`src/rtl/alu_iter_if.sv`:
```
// Handshake and operand bundle between the multicycle datapath and alu_iter.
// The datapath side is the master and the ALU side is the slave.
interface alu_iter_if #(
    parameter int W = 32
);
    logic         start;
    logic [2:0]   gout;
    logic [W-1:0] a;
    logic [W-1:0] b;
    logic [W-1:0] result;
    logic         zero;
    logic         busy;
    logic         done;

    modport master (
        output start,
        output gout,
        output a,
        output b,
        input  result,
        input  zero,
        input  busy,
        input  done
    );

    modport slave (
        input  start,
        input  gout,
        input  a,
        input  b,
        output result,
        output zero,
        output busy,
        output done
    );
endinterface

```
`src/rtl/alu_iter.sv`:
```
// Sequential ALU: single-cycle ops complete on the acceptance edge, while the
// variable left shift (sllv) walks one bit position per cycle so that the
// datapath can stall on it instead of paying for a barrel shifter.
module alu_iter #(
    parameter int W = 32
) (
    input logic       clk,
    input logic       reset,
    alu_iter_if.slave bus
);
    localparam int SW = $clog2(W);

    localparam logic [0:0] IDLE  = 1'b0;
    localparam logic [0:0] SHIFT = 1'b1;

    localparam logic [2:0] OP_AND  = 3'b000;
    localparam logic [2:0] OP_OR   = 3'b001;
    localparam logic [2:0] OP_ADD  = 3'b010;
    localparam logic [2:0] OP_PASS = 3'b011;
    localparam logic [2:0] OP_SLLV = 3'b100;
    localparam logic [2:0] OP_SUB  = 3'b110;
    localparam logic [2:0] OP_SLT  = 3'b111;

    logic [0:0]    state;
    logic [SW-1:0] cnt;
    logic [W-1:0]  acc;
    logic [W-1:0]  acc_next;
    logic [W-1:0]  op_res;
    logic [SW-1:0] amt;
    logic          accept;
    logic          shift_req;

    // Single-cycle result for every code. The sllv entry only ever completes
    // here with a zero count, so it is simply operand B.
    function automatic logic [W-1:0] alu_op(
        input logic [2:0]   code,
        input logic [W-1:0] x,
        input logic [W-1:0] y
    );
        logic signed [W-1:0] sx;
        logic signed [W-1:0] sy;
        sx = $signed(x);
        sy = $signed(y);
        case (code)
            OP_ADD:  alu_op = x + y;
            OP_SUB:  alu_op = x - y;
            OP_AND:  alu_op = x & y;
            OP_OR:   alu_op = x | y;
            OP_SLT:  alu_op = {{(W-1){1'b0}}, (sx < sy)};
            OP_PASS: alu_op = x;
            OP_SLLV: alu_op = y;
            default: alu_op = '0;
        endcase
    endfunction

    assign bus.busy  = (state == SHIFT);
    assign accept    = bus.start && (state == IDLE);
    assign amt       = bus.a[SW-1:0];
    assign shift_req = (bus.gout == OP_SLLV) && (amt != '0);
    assign op_res    = alu_op(bus.gout, bus.a, bus.b);
    assign acc_next  = {acc[W-2:0], 1'b0};

    // Control: state, shift count and the registered result/zero/done outputs.
    always_ff @(posedge clk) begin
        if (reset) begin
            state      <= IDLE;
            cnt        <= '0;
            bus.result <= '0;
            bus.zero   <= 1'b1;
            bus.done   <= 1'b0;
        end else begin
            bus.done <= 1'b0;
            case (state)
                IDLE: begin
                    if (accept) begin
                        if (shift_req) begin
                            cnt   <= amt;
                            state <= SHIFT;
                        end else begin
                            bus.result <= op_res;
                            bus.zero   <= (op_res == '0);
                            bus.done   <= 1'b1;
                        end
                    end
                end
                SHIFT: begin
                    cnt <= cnt - SW'(1);
                    if (cnt == SW'(1)) begin
                        bus.result <= acc_next;
                        bus.zero   <= (acc_next == '0);
                        bus.done   <= 1'b1;
                        state      <= IDLE;
                    end
                end
                default: state <= IDLE;
            endcase
        end
    end

    // Shift accumulator: loaded with operand B on acceptance, then one bit per cycle.
    always_ff @(posedge clk) begin
        if (accept && shift_req) begin
            acc <= bus.b;
        end else if (state == SHIFT) begin
            acc <= acc_next;
        end
    end
endmodule
```
`src/flat_wrapper.sv`:
```
// flat-port wrapper written by rule: the top's interface ports become plain ports
module alu_iter_flat 
#(
    parameter int W = 32
)
  (clk, reset, bus_start, bus_gout, bus_a, bus_b, bus_result, bus_zero, bus_busy, bus_done);
  alu_iter_if #(.W(W)) bus_i ();
  input logic clk;
  input logic reset;
  input wire logic [$bits(bus_i.start)-1:0] bus_start;
  input wire logic [$bits(bus_i.gout)-1:0] bus_gout;
  input wire logic [$bits(bus_i.a)-1:0] bus_a;
  input wire logic [$bits(bus_i.b)-1:0] bus_b;
  output wire logic [$bits(bus_i.result)-1:0] bus_result;
  output wire logic [$bits(bus_i.zero)-1:0] bus_zero;
  output wire logic [$bits(bus_i.busy)-1:0] bus_busy;
  output wire logic [$bits(bus_i.done)-1:0] bus_done;
  assign bus_i.start = bus_start;
  assign bus_i.gout = bus_gout;
  assign bus_i.a = bus_a;
  assign bus_i.b = bus_b;
  assign bus_result = bus_i.result;
  assign bus_zero = bus_i.zero;
  assign bus_busy = bus_i.busy;
  assign bus_done = bus_i.done;
  alu_iter #(.W(W)) u_core (.clk(clk), .reset(reset), .bus(bus_i));
endmodule
```
`config.mk`:
```
export PLATFORM = sky130hd
export DESIGN_NAME = alu_iter_flat
export DESIGN_NICKNAME = d
export VERILOG_FILES = /design/src/rtl/alu_iter_if.sv /design/src/rtl/alu_iter.sv /design/src/flat_wrapper.sv
export SDC_FILE = /design/constraint.sdc
export NUM_CORES = 1
export LEC_CHECK = 0
export ABC_AREA = 0
export CAP_MARGIN = 25
export CORE_MARGIN = 3
export CORE_UTILIZATION = 45
export CTS_CLUSTER_SIZE = 25
export DETAILED_ROUTE_END_ITERATION = 10
export PLACE_DENSITY = 0.74
export SLEW_MARGIN = 20
export SYNTH_ARGS = -nofsm -noshare
export SYNTH_HDL_FRONTEND = slang
export SYNTH_SLANG_ARGS = --single-unit
```
`constraint.sdc`:
```
create_clock -name clk -period 5.7 [get_ports clk]
set_input_delay 1.14 -clock clk [delete_from_list [all_inputs] [get_ports clk]]
set_output_delay 1.14 -clock clk [all_outputs]
set_load 0.02 [all_outputs]
```
; Word-level counts from Yosys, hierarchy flattened
; Cells that the tools add are included.
[totals]
output_inout_bits = 35
ff_bits = 71
[classes]
magnitude_cmp = 1
bitwise = 3
n_addsub = 3
muxes = 22
n_reduce_logical = 10
n_eq_ne = 11
[ops]
columns = operator, count
row1 = case mux 32 bit (7 select lines), 1
row2 = 2-to-1 mux 32 bit, 3
row3 = logical NOT 32 bit, 2
row4 = case mux 32 bit (2 select lines), 1
row5 = 2-to-1 mux 31 bit, 2
row6 = adder 32 bit, 1
row7 = AND 32 bit, 1
row8 = < comparator 32 bit, 1
row9 = bitwise OR 32 bit, 1
row10 = subtractor 32 bit, 1
row11 = 2-to-1 mux 5 bit, 2
row12 = case mux 5 bit (2 select lines), 1
row13 = == test 3 bit (second input constant), 3
row14 = 2-to-1 mux 1 bit, 9
row15 = == test 3 x 2 -> 1 bit (second input constant), 2
row16 = case mux 1 bit (2 select lines), 3
row17 = == test 5 x 1 -> 1 bit (second input constant), 1
row18 = nonzero test 5 bit, 1
row19 = subtractor 5 x 1 -> 5 bit (second input constant), 1
row20 = != test 2 x 1 -> 1 bit (second input constant), 2
row21 = != test 2 bit (second input constant), 2
row22 = == test 3 x 1 -> 1 bit (second input constant), 1
row23 = logical AND 1 bit, 3
row24 = logical NOT 3 bit, 1
row25 = 4 further kinds, 4

; Logic depth before layout (Yosys ltp)
[logic_depth]
word_depth = 6
depth_mapped = 14
ltp_nobuf = 14

; Least setup slack after synthesis
; No wires, ideal clock.
[synth_path]
path_type = input to register
startpoint = in bus_b[11]
endpoint = reg u_core.bus.zero
required_ns = 5.613
arrival_time_ns = 4.092
setup_time_ns = 0.087
path_slack_ns = 1.521
stages = 14
path_cell_list = inv_1 ha_1 buf_2 nor4_2 o21ai_1 o311ai_1 a211oi_4 o32ai_1 mux2_4 and3_1 or4_1 nor4_2 nand4_1 o31ai_1
[synth_between]
elab_chain_len = 6
word_cells_on_any_way = 10
classes_between = add/sub (2) / order compare (1) / mux (4) / bitwise (2) / reduce/logical (1)
[synth_rtl]
columns = element, line
row1 = "start, declared", flat_wrapper.sv:13  ; input wire logic [$bits(bus_i.b)-1:0] bus_b;
row2 = "subtractor 32 bit, or another cell as far along", alu_iter.sv:46  ; OP_SUB: alu_op = x - y;
row3 = case mux 32 bit (7 select lines) (*), alu_iter.sv:44  ; case (code)
row4 = logical NOT 32 bit (*), alu_iter.sv:81  ; bus.zero <= (op_res == '0);
row5 = 2-to-1 mux 1 bit (*), alu_iter.sv:76  ; if (shift_req) begin
row6 = 2-to-1 mux 1 bit (*), alu_iter.sv:75  ; if (accept) begin
row7 = case mux 1 bit (2 select lines) (*), alu_iter.sv:73  ; case (state)
row8 = "end signal, assigned", alu_iter.sv:81
row9 = "end signal, assigned", alu_iter.sv:90  ; bus.zero <= (acc_next == '0);
row10 = "end, declared", alu_iter_if.sv:32  ; output zero,
; Every way passes the cells marked *; elsewhere a longest branch is shown, timed or not. The select of a mux whose other input is x is not followed.
; A chain may end at the register's enable or synchronous reset.

; Final worst setup path
[layout_path]
startpoint = in bus_b[10]
endpoint = reg u_core.bus.zero
; Same word-level chain as after synthesis.

==> metrics <==
Main synth FF type dfxtp_1; cells after synthesis 1,199; EDFF count, synth 31; PostCTS Resize Cnt 0; Startpoint Class primary input; CTS root buffer clkbuf_16; met1 Usage GRT 41.5%; fin. max-slew vios 0; crit path from bus_b[10]; Seq pwr share 29.0%; Sw Pwr 794 µW; CP Data Arrival Time 5490 ps; die area 21,700 µm²; RSZ-0062 raised after global routing false; setup TNS 0 ps; largest net degree at the start of global routing 53; vias per cell 6.32; cell family with most CP delay compound AO/OA/AOI/OAI gates; GR Util met2 around 47%; HPWL after detailed placement between 20,000 and 30,000 µm; TritonCTS Buffers 9; placement row count a little over 50; Layout area overhead 18.0%; post-CTS setup buffer count 0; Seq/Total Area, Yosys 19.3%; die extent in y around 150 µm; clock sinks 71; fin crit period around 5200 ps; initial antenna violation count 0; Final ANT Viol Nets 0; Pwr Density 190 nW/µm²; yosys warns 0; placed inst area slightly above 10,000 µm²; Total GRT Usage between 20% and 30%; TritonCTS clock tree built; CP max-delay cell a2111oi_1; vias in the first global route roughly 9k; Avg WL per Cell 21.6 µm; mean post-synth cell area 7.49 µm²; filler instances 1,871; Port Buffers 104; WHS roughly 450 ps; fin util 54.2%; final hold vios 0; crit-path max cell delay between 700 and 800 ps; DR vias approximately 9.7k; routability cong. 0.996; grt ovf 0; slew of the pin with the lowest slew margin 1040 ps; Setup CP Type primary input to register; Crit path required time 5960 ps; n_diodes 0; final wirelength 33,400 µm; asr flop ratio synth 0%; worst-path fanout max 15; Starting Density 46.0%; internal power approximately 1200 µW; syn_nets 1,386; Logic pwr share ~44%; final setup violation count 0; reg-to-reg endpoint u_core.bus.zero; outcome completed; Netlist cell types 86; Sw Ratio 39.4%; global route hottest layer met2; core area 19,500 µm²; Cell Area, Synth 8970 µm²; CP bufs+invs 2; post-route cell area 10,600 µm²; die width about 150 µm; Clk pin slew, worst setup/hold paths 60 ps; Skew-Pair Late Insertion Delay 340 ps; R2R cell count 11; critical path endpoint category register; Cell Chain, Critical Path clkdlybuf4s50_1 -> inv_1 -> ha_1 -> nor4_2 -> nand3_1 -> a211oi_2 -> nor4_2 -> o31ai_1 -> a22oi_1 -> nor4b_1 -> a2111oi_1 -> and3_1 -> nand4_1 -> o31ai_1; Crit Reg-Reg Startpoint u_core.cnt[0]; drt pass-1 iters 6; Max-slew headroom 29.4%; DRC viols 0; clock share of power between 20% and 30%; fmax 191 MHz; period utilization 91.9%; share of cells above drive strength 1 under 10%; IO Count approximately 110; CTS Hold Buffers Added 0; WP depth 14; Clock Tree Buf Depth 2; Hold Crit Class register to register; VDD IR max 139 µV; Yosys reg bits 71; count of maximum capacitance violations 0; Critical Path Sink u_core.bus.zero; drt initial violations roughly 1.2k; Lkg Pwr 0.00439 µW; H-tree level count 3; Worst R2R Setup Slack around 2300 ps; first-pass GRT wire length 51,600 µm; Layout Skew 8.22 ps; final net count 1,458; met3 Usage GRT 5.49%
worst min-delay path, cell delays in order (launching register included):
cell,delay (ps)
dfxtp_1,300
nand2_1,50
a21oi_1,50
worst min path at each step:
stage,start,slack [ps],end,depth (start not counted)
CTS,u_core.bus.result[18],450,u_core.bus.result[18],2
global route,u_core.bus.result[19],470,u_core.bus.result[19],2
floorplan,u_core.cnt[2],470,u_core.cnt[2],2
detailed placement,u_core.bus.result[29],450,u_core.bus.result[29],2
global placement,u_core.bus.result[29],440,u_core.bus.result[29],2
finish,u_core.bus.result[18],450,u_core.bus.result[18],2
power groups by stage:
| stage | Combinational [µW] | Sequential, µW | Clock, µW |
|---|---|---|---|
| floorplan | 521 | 615 | 0 |
| global placement | 848 | 594 | 0 |
| detailed placement | 851 | 595 | 0 |
| CTS | 856 | 584 | 549 |
| global route | 946 | 588 | 569 |
| finish | 880 | 585 | 549 |
Yosys cell counts (all sizes together), types with 6 or more instances:
library cell / instances / share of area [%]
ha: 115 / 16
nand3: 18 / 1.0
or4: 7 / 0.59
nand4: 11 / 0.77
buf: 24 / 1.3
a21oi: 113 / 6.4
mux2i: 34 / 3.8
o211ai: 21 / 1.8
a31oi: 13 / 0.91
a21o: 9 / 0.75
clkbuf: 51 / 2.1
o221ai: 8 / 0.78
nor2: 107 / 4.5
o21a: 6 / 0.50
o21ai: 91 / 5.1
nand2b: 17 / 1.2
and3: 9 / 0.63
o311ai: 7 / 0.85
edfxtp: 31 / 10
xnor2: 22 / 2.1
inv: 100 / 4.2
nor4: 22 / 1.8
nand2: 110 / 4.6
o21bai: 10 / 0.84
o31ai: 18 / 1.5
nor3: 27 / 1.5
dfxtp: 40 / 8.9
nor2b: 9 / 0.63
a22oi: 8 / 0.67
a211oi: 30 / 2.9
o22ai: 17 / 1.2
layout make-up:
| type | count | area [µm²] | share of cell area, % |
|---|---|---|---|
| Timing Repair Buffer | 136 | 1290 | 12.2 |
| Inverter | 100 | 375 | 3.55 |
| Tap cell | 265 | 332 | 3.13 |
| Clock inverter | 5 | 32.5 | 0.307 |
| Sequential cell | 71 | 1730 | 16.4 |
| Clock buffer | 11 | 254 | 2.40 |
| Multi-Input combinational cell | 953 | 6570 | 62.1 |
through the flow:
| stage | setup WS (ps) | total power, µW | std cells |
|---|---|---|---|
| final | 463 | 2010 | 1541 |
| after global routing | 243 | 2100 | 1541 |
| after CTS | 388 | 1990 | 1541 |
| after detailed placement | 38.6 | 1450 | 1525 |
| after floorplan | 1520 | 1140 | 1199 |
| after global placement | 51.8 | 1440 | 1525 |
state kept, by name, indices dropped and copies added, names as in the netlist:
register	cells
u_core.acc	31
u_core.bus.busy	1
u_core.bus.done	1
u_core.bus.result	32
u_core.bus.zero	1
u_core.cnt	5
kinds of logic (layout without fill, tap and decap cells):
logic type,count (synthesis),in the layout,synth area share (%)
flip-flops,71,71,19.3
buffers and inverters,175,252,7.57
AO/OA/AOI/OAI,415,415,30.8
multiplexers,39,39,4.59
AND/OR/NAND/NOR,358,358,18.9
adder cells (fa/ha/maj),117,117,16.5
XOR/XNOR,24,24,2.34
per-layer routing:
layer  vias up  wire length, µm
met5         -                0
met4         0             1140
met3        92             3240
met2       562            14500
met1      4540            14500
li1       4541                -
layout by cell type, fill, tap and decap left out, types with 6 or more instances in the layout:
cell             count
edfxtp_1            31
nor2_1             107
nor2b_1              9
o21bai_1            10
dfxtp_1             40
nand2_1            110
clkdlybuf4s50_1    103
inv_1               95
nand2b_1            17
a211oi_1            24
a22oi_1              8
a21oi_1            109
nor4_1              18
o31ai_1             18
xnor2_1             22
ha_1               115
clkbuf_16           10
nand4_1             11
buf_4               31
o211ai_1            21
o22ai_1             17
mux2i_1             34
nor3_1              27
or4_1                7
o21a_1               6
a21o_1               9
and3_1               9
nand3_1             17
a31oi_1             13
o21ai_0             88
o221ai_1             8
Power figures use the tool's default switching activity.
